<file path="src/rtl/mm2s_chk_pkg.sv">
// ---------------------------------------------------------------------------
// mm2s_chk_pkg
// Shared definitions for the MM2S stream data checker:
//   - state_e    : checker state encoding (IDLE / RUN / FIN)
//   - LFSR_SEED  : seed loaded into the back-pressure LFSR on reset or Valid
//   - LFSR_TAPS  : Galois tap mask for a maximal-length 16-bit LFSR
//                  (x^16 + x^14 + x^13 + x^11 + 1, right-shifting form)
//   - ERR_W_DEF  : default error-counter width; the counter saturates at
//                  all ones of whatever ERR_W the top is built with
// ---------------------------------------------------------------------------
package mm2s_chk_pkg;

  typedef enum logic [1:0] {
    IDLE = 2'd0,
    RUN  = 2'd1,
    FIN  = 2'd2
  } state_e;

  localparam logic [15:0] LFSR_SEED = 16'hACE1;
  localparam logic [15:0] LFSR_TAPS = 16'hB400;

  localparam int unsigned ERR_W_DEF = 16;

endpackage : mm2s_chk_pkg

</file>
<file path="src/rtl/mm2s_data_checker_lfsr16_gen.sv">
// ---------------------------------------------------------------------------
// lfsr16_gen
// 16-bit maximal-length Galois LFSR that advances every clock. Its low bit is
// used as a pseudo-random ready qualifier to stall the DMA stream about half
// of the time. Only instantiated when MM2S_CHK_BACKPRESSURE_EN is defined.
//
// Ports:
//   clk     in  clock
//   rst     in  synchronous active-high reset (loads the seed)
//   load    in  reload the seed (start of a new frame)
//   out_bit out current LFSR bit 0
// ---------------------------------------------------------------------------
module lfsr16_gen
  import mm2s_chk_pkg::*;
(
  input  logic clk,
  input  logic rst,
  input  logic load,
  output logic out_bit
);

  logic [15:0] lfsr_q, lfsr_d;

  always_comb begin
    lfsr_d = {1'b0, lfsr_q[15:1]};
    if (lfsr_q[0]) begin
      lfsr_d = lfsr_d ^ LFSR_TAPS;
    end
    if (load) begin
      lfsr_d = LFSR_SEED;
    end
  end

  always_ff @(posedge clk) begin
    if (rst) begin
      lfsr_q <= LFSR_SEED;
    end else begin
      lfsr_q <= lfsr_d;
    end
  end

  assign out_bit = lfsr_q[0];

endmodule : lfsr16_gen

</file>
<file path="config.mk">
export PLATFORM = sky130hd
export DESIGN_NAME = lfsr16_gen
export DESIGN_NICKNAME = d
export VERILOG_FILES = /design/src/rtl/mm2s_chk_pkg.sv /design/src/rtl/mm2s_data_checker_lfsr16_gen.sv
export SDC_FILE = /design/constraint.sdc
export NUM_CORES = 1
export LEC_CHECK = 0
export BUFFER_PORTS_ARGS = -buffer_cell sky130_fd_sc_hd__buf_2
export CAP_MARGIN = 25
export CORE_MARGIN = 10
export CORE_UTILIZATION = 30
export CTS_BUF_LIST = sky130_fd_sc_hd__clkbuf_8
export CTS_CLUSTER_SIZE = 12
export DETAILED_ROUTE_END_ITERATION = 10
export GPL_ROUTABILITY_DRIVEN = 1
export SLEW_MARGIN = 0
export SYNTH_ARGS = -nofsm -noshare
export SYNTH_HDL_FRONTEND = slang
export SYNTH_SLANG_ARGS = --single-unit
export TNS_END_PERCENT = 10
</file>
<file path="constraint.sdc">
create_clock -name clk -period 1 [get_ports clk]
set_clock_uncertainty 0.15 [all_clocks]
set_input_delay 0.1 -clock clk [delete_from_list [all_inputs] [get_ports clk]]
set_output_delay 0.1 -clock clk [all_outputs]
set_load 0.005 [all_outputs]
</file>
* Word level (Yosys, flattened, before mapping)
Index checks and enable logic that the tools add are counted.
Word-level totals: register bits after elaboration 16, input port bits 3, output and inout port bits 1, word-level logic and storage cells 4
Operators by class: mux-type cells 1, bitwise operators 1, reductions and logical operators 1
Operators with widths (number):
- $mux 16 | 1
- $not 3->4 | 1
- $reduce_or 2->1 | 1

* Logic depth before layout (Yosys ltp)
depth in word-level cells 2, depth in mapped cells 2, gate-level depth less buffers 2

* Least setup slack after synthesis
Ideal clock, no wire load.
path type register to register, start point reg lfsr_q[0], end point reg lfsr_q[15], setup time 0.127 ns, arrival time 0.703 ns, data required time 0.723 ns, slack 0.020 ns, cell stages (with the launch flop) 2, path buffers 0, clock period less this slack 0.980 ns, cell sequence dfxtp_1 -> or3_1
Between the ends: cells in the longest elaborated chain, start to end 1
RTL lines:
- from (decl) | line mm2s_data_checker_lfsr16_gen.sv:22 | logic [15:0] lfsr_q, lfsr_d;
- from (signal assigned) | line mm2s_data_checker_lfsr16_gen.sv:38 | lfsr_q <= lfsr_d;
- $mux 16 | line mm2s_data_checker_lfsr16_gen.sv:26 | if (lfsr_q[0]) begin
No other way between the ends. A chain may end at the register's enable or synchronous reset.

* Final worst setup path
Same ends and word-level chain as after synthesis.

==> run_results.csv <==
group,metric,value,unit
flow_run,max-cap-violations,0,
critical_path,critPathBufInv,0,
critical_path,critPathMaxStageDelay,0.36,ns
clock_network,h-tree-depth,1,
run_status,status,"complete, no violations",
route,firstDrtPassIters,1,
global_route,grt_pass1_wl,986,um
critical_path,crit_fanout,4,
sta,drv_slew,0,
placement,numPlacedInstances,54,
floorplan,die_w,58.8,um
placement,place.gp.congestion,0.645,
global_route,grt_pass1_vias,217,
route,vias,247,
global_route,groute.usage.overall,0.0409,
synthesis,mappedNetlistArea,452,um^2
floorplan,die_area,3460,um^2
layout,reg_top3,"lfsr_q (16)",
placement,port-buffer-count,3,
clock_network,numCtsBuffers,3,
global_route,grt_max_degree,10,
critical_path,crit_slowest_cell,"dfxtp_4",
layout,multi_input_area,136,um^2
layout,fin_cells,61,
synthesis,yosysSeqAreaShare,0.709,
critical_path,crit_family,"flip-flops",
layout,syn_to_final_growth,29.1,%
placement,placed_cell_area,485,um^2
sta,hold_viol_final,0,
sta,fin_crit,0.975,ns
clock_network,path_clk_slew,0.06,ns
sta,rsz0062_at_grt,"no",
route,wire_per_inst,9.67,um
clock_network,cts_tree,"built",
sta,period_share,0.975,
route,viasPerCell,4.05,
clock_network,cts_buffer_depth,2,
sta,max_slew_margin,0.855,
global_route,antenna_found_initial,0,
sta,fmax,1030,MHz
layout,antenna-diode-count,0,
floorplan,core_area,1370,um^2
floorplan,io_pins,4,
synthesis,syn_inst,36,
critical_path,cp.required,0.98,ns
power_and_ir_drop,p_leak,0.230,nW
critical_path,worstSetupStartpointType,"flip-flop",
critical_path,worstPathArrival,0.96,ns
sta,setup_viol,0,
sta,tns,0,ns
synthesis,ys_seq_elements,16,
route,ant_nets,0,
synthesis,synth.distinct_cells,7,
floorplan,die_h,58.8,um
power_and_ir_drop,p_total,1.29,mW
floorplan,row_count,13,
layout,postLayoutCellArea,583,um^2
synthesis,ys_warn_count,0,
route,drt_iter0_drc,0,
layout,finish.net_count,50,
layout,largest_reg_flops,16,
critical_path,worstPathCellList,"or3_1",
route,drc,0,
clock_network,cts.sink_count,16,
synthesis,synth_area_per_cell,12.5,um^2
sta,tightest_slew,0.216,ns
worst_hold_path,hold_path.class,"in -> reg",
clock_network,insertion_delay,0.25,ns
layout,fillers,138,
critical_path,critPathKind,"reg -> reg",
power_and_ir_drop,ir_worst_vdd,1.14,mV
layout,layout-drive-gt1-share,0.239,
floorplan,start_util,0.331,
layout,largest_register,"lfsr_q",
clock_network,cts_root_buf,"clkbuf_8",
route,drt_wl_total,590,um
power_and_ir_drop,power-per-cell-area,2210,nW/um^2
global_route,grt_overflow,0,
synthesis,syn_nets,39,
sta,hold_ws,0.000595,ns
layout,ff_latch_area,324,um^2
critical_path,end_kind,"flip-flop",
## worst paths after layout
path	slack [ns]	startpoint	to	cells past startpoint
hold / removal	0.0006	load	lfsr_q[15]$_SDFF_PP1_	2
setup reg to reg	0.02	lfsr_q[0]$_SDFF_PP1_	lfsr_q[15]$_SDFF_PP1_	1
hold reg to reg	0.26	lfsr_q[12]$_SDFF_PP0_	lfsr_q[11]$_SDFF_PP1_	1
setup / recovery	0.02	lfsr_q[0]$_SDFF_PP1_	lfsr_q[15]$_SDFF_PP1_	1
## logic make-up (layout without fill, tap and decap cells)
| family | Yosys count | count (layout) | share of synthesized area |
|---|---|---|---|
| xor gates and xnor gates | 3 | 3 | 0.0582 |
| buffers and inverters | 0 | 10 | 0 |
| and+or+nand+nor | 17 | 17 | 0.233 |
| DFF | 16 | 16 | 0.709 |
## report_power, final
part | switching [mW] | internal [mW] | leakage [nW] | total [mW]
registers | 0.00837 | 0.662 | 0.132 | 0.670
clock network | 0.208 | 0.349 | 0.0288 | 0.557
logic | 0.0266 | 0.0341 | 0.0693 | 0.0607
total | 0.243 | 1.04 | 0.230 | 1.29
## area by class of cell
cell class                 instances  share of cell area
sequential                        16               0.556
multi-input combinational         20               0.234
clock buffer                       4              0.0944
timing repair buffer               6              0.0837
tap                               15              0.0322
## stage by stage
stage | setup slack (ns) | utilization
2_1_floorplan | 0.0195 | -
4_1_cts | 0.00274 | 0.413
3_5_place_dp | 0.0110 | 0.355
3_3_place_gp | 0.0199 | 0.355
6_report | 0.0247 | 0.427
5_1_grt | 0.00741 | 0.427
## synthesized netlist by cell type, drive strengths merged
cell / instances / area share
and2: 7 / 0.097
dfxtp: 16 / 0.71
nand2: 2 / 0.017
nor2: 1 / 0.025
nor3: 1 / 0.011
or3: 6 / 0.083
xnor2: 3 / 0.058
## layout by cell type (no fill, tap or decap)
cell	n
and2_1	7
nand2_1	2
or3_1	6
nor3_2	1
clkbuf_8	4
buf_6	1
buf_2	2
dlygate4sd3_1	2
xnor2_1	3
dfxtp_1	15
dfxtp_4	1
nor2_4	1
buf_4	1
## routing by layer
metal,share of wire,GRT usage,up-vias
met5,0,0,-
met4,0.029,0.0295,0
met3,0.095,0.0408,2
met2,0.31,0.0345,8
met1,0.57,0.0535,102
li1,-,-,135
## repair_timing
action                                  in CTS  in global routing
resized for setup                            2                  2
hold endpoints to repair                     1                  0
endpoints found under the setup margin       1                  2
setup buffers                                0                  1
pin swaps                                    0                  0
hold buffers                                 2                  0
No activity file was read; power rests on OpenSTA's default activity.
